`config.mk`:
```
export PLATFORM = sky130hd
export DESIGN_NAME = dfi2dp_pipe
export DESIGN_NICKNAME = d
export VERILOG_FILES = /design/src/rtl/dfi2dp_pipe.sv
export SDC_FILE = /design/constraint.sdc
export NUM_CORES = 2
export LEC_CHECK = 0
export BUFFER_PORTS_ARGS = -buffer_cell sky130_fd_sc_hd__buf_4
export CAP_MARGIN = 20
export CORE_MARGIN = 10
export CORE_UTILIZATION = 51
export CTS_CLUSTER_DIAMETER = 40
export CTS_CLUSTER_SIZE = 30
export DETAILED_ROUTE_END_ITERATION = 8
export GPL_TIMING_DRIVEN = 0
export PLACE_DENSITY = 0.8
export SLEW_MARGIN = 20
export SYNTH_ARGS = -nofsm -noshare
export SYNTH_HDL_FRONTEND = slang
export SYNTH_SLANG_ARGS = --single-unit
```
`constraint.sdc`:
```
create_clock -name i_clk -period 2.2 [get_ports i_clk]
set_input_delay 0.11 -clock i_clk [delete_from_list [all_inputs] [get_ports i_clk]]
set_output_delay 0.11 -clock i_clk [all_outputs]
set_load 0.02 [all_outputs]
```
`src/rtl/dfi2dp_pipe.sv`:
```
// dfi2dp_pipe: registered DFI-to-PHY word/phase remapper with a write-data delay line,
// per-lane RX deskew FIFOs and an external pass-through mode.
module dfi2dp_pipe #(
    parameter int NUM_DQ    = 2,
    parameter int NUM_PH    = 8,
    parameter int DQ_WIDTH  = 8,
    parameter int CA_WIDTH  = 6,
    parameter int MAX_WRDLY = 7,
    parameter int RDF_DEPTH = 4
) (
    input  logic                                        i_clk,
    input  logic                                        i_rst_n,
    input  logic                                        i_txrx_mode,
    input  logic [$clog2(MAX_WRDLY+1)-1:0]              i_wrdly,
    input  logic [NUM_PH-1:0]                           i_dfi_cke,
    input  logic [NUM_PH-1:0]                           i_dfi_cs,
    input  logic [NUM_PH*CA_WIDTH-1:0]                  i_dfi_ca,
    input  logic [NUM_DQ*NUM_PH*DQ_WIDTH-1:0]           i_dfi_wrdata,
    input  logic [NUM_DQ*NUM_PH-1:0]                    i_dfi_wrdata_mask,
    output logic [NUM_DQ*NUM_PH*DQ_WIDTH-1:0]           o_dfi_rddata,
    output logic [NUM_DQ*NUM_PH-1:0]                    o_dfi_rddata_dbi,
    output logic [NUM_PH-1:0]                           o_dfi_rddata_valid,
    input  logic [NUM_DQ*NUM_PH-1:0]                    i_tx_dqs_sdr,
    input  logic [NUM_PH-1:0]                           i_tx_ck_sdr,
    input  logic [NUM_DQ*NUM_PH*(DQ_WIDTH+1)-1:0]       i_tx_sdr,
    output logic [NUM_DQ*NUM_PH*(DQ_WIDTH+1)-1:0]       o_rx_sdr,
    input  logic [NUM_DQ*NUM_PH-1:0]                    i_tx_ck_ext_sdr,
    output logic [NUM_DQ*NUM_PH-1:0]                    o_rx_sdr_vld,
    output logic [NUM_DQ*NUM_PH*(DQ_WIDTH+1)-1:0]       o_dq_sdr,
    input  logic [NUM_DQ*NUM_PH*(DQ_WIDTH+1)-1:0]       i_dq_sdr,
    input  logic [NUM_DQ*NUM_PH-1:0]                    i_dq_sdr_vld,
    output logic [NUM_DQ*NUM_PH-1:0]                    o_dqs_sdr,
    output logic [NUM_PH*(CA_WIDTH+2)-1:0]              o_ca_sdr,
    output logic [NUM_PH-1:0]                           o_ck_sdr,
    output logic                                        o_rdf_ovf,
    output logic                                        o_rdf_mis
);
    localparam int W  = DQ_WIDTH + 1;
    localparam int C  = CA_WIDTH + 2;
    localparam int DW = $clog2(MAX_WRDLY + 1);
    localparam int AW = $clog2(RDF_DEPTH);
    localparam int LW = NUM_PH * W;
    localparam int FW = NUM_PH + LW;

    logic                              r_mode;
    logic                              w_tog;
    logic [DW-1:0]                     w_dly;
    logic [NUM_DQ*LW-1:0]              w_wr_wop;
    logic [NUM_PH*C-1:0]               w_ca_wop;
    logic [NUM_DQ*LW-1:0]              r_dly [1:MAX_WRDLY];
    logic [NUM_DQ*LW-1:0]              w_line [0:MAX_WRDLY];
    logic [NUM_DQ-1:0]                 w_ne;
    logic [NUM_DQ-1:0]                 w_full;
    logic [NUM_DQ-1:0]                 w_push;
    logic [NUM_DQ*FW-1:0]              w_heads;
    logic                              w_pop;
    logic                              w_ovf;
    logic                              w_mis;
    logic [NUM_DQ*NUM_PH*DQ_WIDTH-1:0] w_rd_pow;
    logic [NUM_DQ*NUM_PH-1:0]          w_rd_dbi;

    // Any edge of the mode input, seen against last cycle's copy, flushes RX and the write line.
    assign w_tog = i_txrx_mode ^ r_mode;
    assign w_dly = (i_wrdly > DW'(MAX_WRDLY)) ? DW'(MAX_WRDLY) : i_wrdly;
    assign w_pop = (&w_ne) && !w_tog;
    assign w_ovf = (|(w_push & w_full)) && !w_pop && !w_tog;

    always_comb begin
        w_wr_wop = '0;
        w_ca_wop = '0;
        for (int l = 0; l < NUM_DQ; l++)
            for (int p = 0; p < NUM_PH; p++) begin
                for (int w = 0; w < DQ_WIDTH; w++)
                    w_wr_wop[l*LW + w*NUM_PH + p] = i_dfi_wrdata[(l*NUM_PH + p)*DQ_WIDTH + w];
                w_wr_wop[l*LW + DQ_WIDTH*NUM_PH + p] = i_dfi_wrdata_mask[l*NUM_PH + p];
            end
        for (int p = 0; p < NUM_PH; p++) begin
            for (int w = 0; w < CA_WIDTH; w++)
                w_ca_wop[w*NUM_PH + p] = i_dfi_ca[p*CA_WIDTH + w];
            w_ca_wop[CA_WIDTH*NUM_PH + p]     = i_dfi_cs[p];
            w_ca_wop[(CA_WIDTH+1)*NUM_PH + p] = i_dfi_cke[p];
        end
    end

    // Tap 0 is the undelayed word, so a zero delay still gives one cycle of latency.
    always_comb begin
        w_line[0] = w_wr_wop;
        for (int k = 1; k <= MAX_WRDLY; k++)
            w_line[k] = r_dly[k];
    end

    always_ff @(posedge i_clk or negedge i_rst_n) begin
        if (!i_rst_n) begin
            r_mode       <= 1'b0;
            o_dq_sdr     <= '0;
            o_dqs_sdr    <= '0;
            o_ca_sdr     <= '0;
            o_ck_sdr     <= '0;
            o_rx_sdr     <= '0;
            o_rx_sdr_vld <= '0;
            for (int k = 1; k <= MAX_WRDLY; k++)
                r_dly[k] <= '0;
        end else begin
            r_mode       <= i_txrx_mode;
            o_dq_sdr     <= i_txrx_mode ? i_tx_sdr : w_line[w_dly];
            o_dqs_sdr    <= i_txrx_mode ? i_tx_ck_ext_sdr : i_tx_dqs_sdr;
            o_ca_sdr     <= w_ca_wop;
            o_ck_sdr     <= i_tx_ck_sdr;
            o_rx_sdr     <= i_dq_sdr;
            o_rx_sdr_vld <= i_dq_sdr_vld;
            for (int k = 1; k <= MAX_WRDLY; k++)
                r_dly[k] <= w_tog ? '0 : w_line[k-1];
        end
    end

    for (genvar l = 0; l < NUM_DQ; l++) begin : g_rdf
        logic [AW:0]         r_wp;
        logic [AW:0]         r_rp;
        logic [FW-1:0]       r_mem [RDF_DEPTH];
        logic [NUM_PH-1:0]   w_vld;
        assign w_vld     = i_dq_sdr_vld[l*NUM_PH +: NUM_PH];
        assign w_push[l] = (|w_vld) && !i_txrx_mode;
        assign w_ne[l]   = r_wp != r_rp;
        assign w_full[l] = (r_wp[AW] != r_rp[AW]) && (r_wp[AW-1:0] == r_rp[AW-1:0]);
        assign w_heads[l*FW +: FW] = r_mem[r_rp[AW-1:0]];
        // Pop frees the head slot before the push lands, so a full FIFO can accept a write.
        always_ff @(posedge i_clk or negedge i_rst_n) begin
            if (!i_rst_n) begin
                r_wp <= '0;
                r_rp <= '0;
                for (int i = 0; i < RDF_DEPTH; i++)
                    r_mem[i] <= '0;
            end else if (w_tog) begin
                r_wp <= '0;
                r_rp <= '0;
            end else begin
                if (w_pop)
                    r_rp <= r_rp + 1'b1;
                if (w_push[l] && (!w_full[l] || w_pop)) begin
                    r_mem[r_wp[AW-1:0]] <= {w_vld, i_dq_sdr[l*LW +: LW]};
                    r_wp                <= r_wp + 1'b1;
                end
            end
        end
    end

    always_comb begin
        w_rd_pow = '0;
        w_rd_dbi = '0;
        w_mis    = 1'b0;
        for (int l = 0; l < NUM_DQ; l++) begin
            w_mis = w_mis | (w_heads[l*FW + LW +: NUM_PH] != w_heads[LW +: NUM_PH]);
            for (int p = 0; p < NUM_PH; p++) begin
                for (int w = 0; w < DQ_WIDTH; w++)
                    w_rd_pow[(l*NUM_PH + p)*DQ_WIDTH + w] = w_heads[l*FW + w*NUM_PH + p];
                w_rd_dbi[l*NUM_PH + p] = w_heads[l*FW + DQ_WIDTH*NUM_PH + p];
            end
        end
    end

    always_ff @(posedge i_clk or negedge i_rst_n) begin
        if (!i_rst_n) begin
            o_dfi_rddata       <= '0;
            o_dfi_rddata_dbi   <= '0;
            o_dfi_rddata_valid <= '0;
            o_rdf_ovf          <= 1'b0;
            o_rdf_mis          <= 1'b0;
        end else begin
            o_dfi_rddata_valid <= w_pop ? w_heads[LW +: NUM_PH] : '0;
            if (w_pop) begin
                o_dfi_rddata     <= w_rd_pow;
                o_dfi_rddata_dbi <= w_rd_dbi;
            end
            if (w_ovf)
                o_rdf_ovf <= 1'b1;
            if (w_pop && w_mis)
                o_rdf_mis <= 1'b1;
        end
    end
endmodule
```
==> results.cfg <==
[sta]
rsz0062_at_grt = yes
fin_ws_ns = -0.315
timing.fmax_mhz = 398
finalCriticalPeriod_ns = 2.51
timing_hold_violations_final = 495
final.period_utilization = 1.14
setup_viol = 803
slew_violations = 0
slew_headroom = 0.137
holdWs_ns = -0.765
tightest_slew_ns = 1.29
skew_ns = 0.0819
fin_setup_tns_ns = -114.48

[synthesis]
synth.cell_area_um2 = 86200
synth_top_family_by_area = multiplexers
synth_compound_area_frac = 0.0102
synthMuxAreaShare = 0.242
synth-xor-area-share = 0.00231
syn_nets = 5922
synth_fa_ha_area_frac = 0.00145
synthSimpleGateAreaFrac = 0.0824
synthArstFlopShare = 1.00
synth_cell_types = 40
postSynthCellCount = 5354
synth_seq_area_share = 0.641
synthFlopType = dfrtp_1
synth_warnings = 0
synth_seq_cells = 2207
synth-edff-count = 0
syn_avg_cell_area_um2 = 16.1

[worst_setup_path]
slowest_delay_ns = 0.43
cpMostUsedCell = buf_12
startpoint = g_rdf[1].r_rp[0]$_DFFE_PN0P_
crit_chain = buf_12 -> xnor2_4 -> buf_12 -> a31oi_4 -> o21ai_4 -> nand3b_1 -> buf_6 -> buf_6 -> buf_12 -> mux2_4
cp.required_ns = 3.06
cp-end-kind = flip-flop
arrival_ns = 3.38
critPathBufInv = 5
start_kind = flip-flop
timing.rr.start = g_rdf[1].r_rp[0]$_DFFE_PN0P_
path_delay_family = buffers and inverters
critPathKind = reg -> reg
cp_max_fo = 7
cpMaxStageDelayCell = dfrtp_1

[clocking]
cts_buffers = 297
clk_latency_ns = 1.00
htree_num_levels = 5
path_clk_slew_ns = 0.09
cts_tree = built
cts_buffer_depth = 4
clock-sinks = 2207
cts_root_buf = clkbuf_16

[min_path]
hold_class = in -> async

[power_and_ir_drop]
powerDensity_nw_per_um2 = 1090
peakVddDrop_v = 0.000910
p_leak_nw = 59.7

[global_routing]
grt_pass1_wl_um = 479000
grt_max_degree = 160
gr-usage-all-layers = 0.348
grt_pass1_vias = 69349
antenna_found_initial = 62
grt.overflow.total = 0

[routing]
wl_um = 378000
drc_errors = 0
drt_iter0_markers = 8228
ant_nets = 0
vias = 66554
wl_per_cell_um = 35.9
first_pass_iters = 6
via_per_inst = 6.32

[die]
die_x_um = 431
dieArea_um2 = 186000
start_util = 0.514
dieHeight_um = 431
rows = 150
io_pins = 1104
fp.coreArea_um2 = 168000

[placement]
port-buffer-count = 1100
dpl_worst_slack_ns = -2.19
dpl.hpwl_um = 181000
globalplace.congestion = 0.887

[outcome]
failed_checks = hold timing, setup timing
status = complete, but fails checks

[finish]
nets = 8621
syn2layout_area_growth_pct = 44.6
drive_above_1_share = 0.390

[job]
maxCapViolCount = 0
tightest hold or removal path, delay by kind of cell:
family / cells / cell delay [ns]
buf+inv: 3 / 0.50
per-stage QoR:
step | hold slack [ns] | instance area (um2) | cells | total power, mW | util
after floorplan | -0.186 | 86200 | 5354 | 64.0 | -
after global placement | 0.219 | 97200 | 8658 | 73.1 | 0.580
after detailed placement | 0.132 | 97700 | 8674 | 74.2 | 0.583
after CTS | -0.868 | 120000 | 10378 | 126 | 0.718
after global routing | -0.755 | 125000 | 10517 | 137 | 0.743
final | -0.765 | 125000 | 10534 | 135 | 0.744
power by group:
part	switching (mW)	leakage, nW	internal [mW]
combinational	15.1	26.3	15.3
sequential	6.18	28.5	47.4
clock	21.2	4.92	30.1
cells by family after synthesis:
logic type	after synthesis
and+or+nand+nor	1202
adders and majority gates	10
muxes	1394
xor gates and xnor gates	21
DFF	2207
AOI/OAI and AO/OA	164
buffers and inverters	356
cell type report:
cell class                 count  area (um2)
timing repair buffer        2394       22500
multi-input combinational   2797       30800
tap                         2204        2760
antenna                       58         145
inverter                       7        26.3
sequential                  2207       55200
clock inverter               183        2290
fill                        8340       43000
buffer                       349        2990
clock buffer                 335        7850
layer usage:
metal | GRT usage | wire length (um) | vias to the layer above
met3 | 0.0969 | 42100 | 2295
met2 | 0.574 | 176000 | 6104
met5 | 0 | 299 | -
met1 | 0.385 | 118000 | 33888
met4 | 0.260 | 42800 | 30
li1 | - | - | 24237
state kept, by name, indices dropped and copies added, names as in the netlist:
name,cells
r_dly,1008
g_rdf.r_mem,640
o_dq_sdr,144
o_rx_sdr,144
o_dfi_rddata,128
o_ca_sdr,64
o_dfi_rddata_dbi,16
o_dqs_sdr,16
o_rx_sdr_vld,16
o_ck_sdr,8
o_dfi_rddata_valid,8
g_rdf.r_rp,6
g_rdf.r_wp,6
o_rdf_mis,1
o_rdf_ovf,1
r_mode,1
placed cells by master, fill, tap and decap left out, types with 8 or more instances in the layout:
cell type and count:
inv_8 16, o21ai_0 149, buf_12 86, mux2_4 417
clkinv_8 9, buf_16 21, dlygate4sd3_1 1176, buf_6 27
nand2_1 151, xor2_1 11, clkinvlp_4 25, clkinv_2 24
and3_1 8, clkbuf_8 17, dfrtp_1 2207, ha_1 10
clkbuf_16 350, nor2_1 8, mux2i_1 140, mux2_2 356
nand2_8 10, clkinv_4 29, bufinv_16 32, buf_4 1131
clkbuf_4 14, diode_2 58, buf_2 32, mux4_2 441
and2_1 1009, mux2_1 27, inv_6 45, clkbuf_1 83
buf_1 23, clkbuf_2 104
synthesized netlist by cell type, types with 2 or more instances:
| cell | count | area [um2] |
|---|---|---|
| a21oi_1 | 4 | 20.0 |
| and2_1 | 1009 | 6310 |
| and3_1 | 8 | 50.1 |
| buf_1 | 27 | 101 |
| buf_12 | 8 | 160 |
| buf_2 | 64 | 320 |
| buf_4 | 56 | 420 |
| buf_6 | 3 | 33.8 |
| clkbuf_1 | 191 | 717 |
| dfrtp_1 | 2207 | 55200 |
| ha_1 | 10 | 125 |
| inv_1 | 7 | 26.3 |
| mux2_1 | 30 | 338 |
| mux2_2 | 690 | 7770 |
| mux2_4 | 80 | 1200 |
| mux2i_1 | 146 | 1460 |
| mux4_1 | 7 | 184 |
| mux4_2 | 441 | 9930 |
| nand2_1 | 156 | 586 |
| nand3_1 | 8 | 40.0 |
| nand3b_1 | 4 | 30.0 |
| nor2_1 | 8 | 30.0 |
| nor4_1 | 6 | 37.5 |
| o21ai_0 | 149 | 746 |
| or3_1 | 2 | 12.5 |
| xnor2_1 | 7 | 61.3 |
| xnor2_2 | 2 | 32.5 |
| xor2_1 | 12 | 105 |
final timing paths:
check | slack, ns | cells after the start | to
max | -0.31 | 10 | g_rdf[0].r_mem[171]$_DFFE_PN0P_
max in group asynchronous | 0.15 | 9 | r_dly[275]$_DFF_PN0_
min reg2reg | 0.44 | 1 | r_dly[410]$_DFF_PN0_
min in group i_clk | -0.04 | 3 | r_dly[1003]$_DFF_PN0_
max reg2reg | -0.31 | 10 | g_rdf[0].r_mem[171]$_DFFE_PN0P_
min | -0.76 | 3 | g_rdf[0].r_mem[134]$_DFFE_PN0P_
what timing repair did:
action                                  CTS  global route
hold buffers                           1174             6
setup endpoints to repair              2459          1911
endpoints found under the hold margin  1744           575
pin swaps                                 4            11
gates cloned                              6            53
gates resized for setup                 190           649
buffers inserted                          6            39
Note: power is estimated with default switching activity, not from simulation.
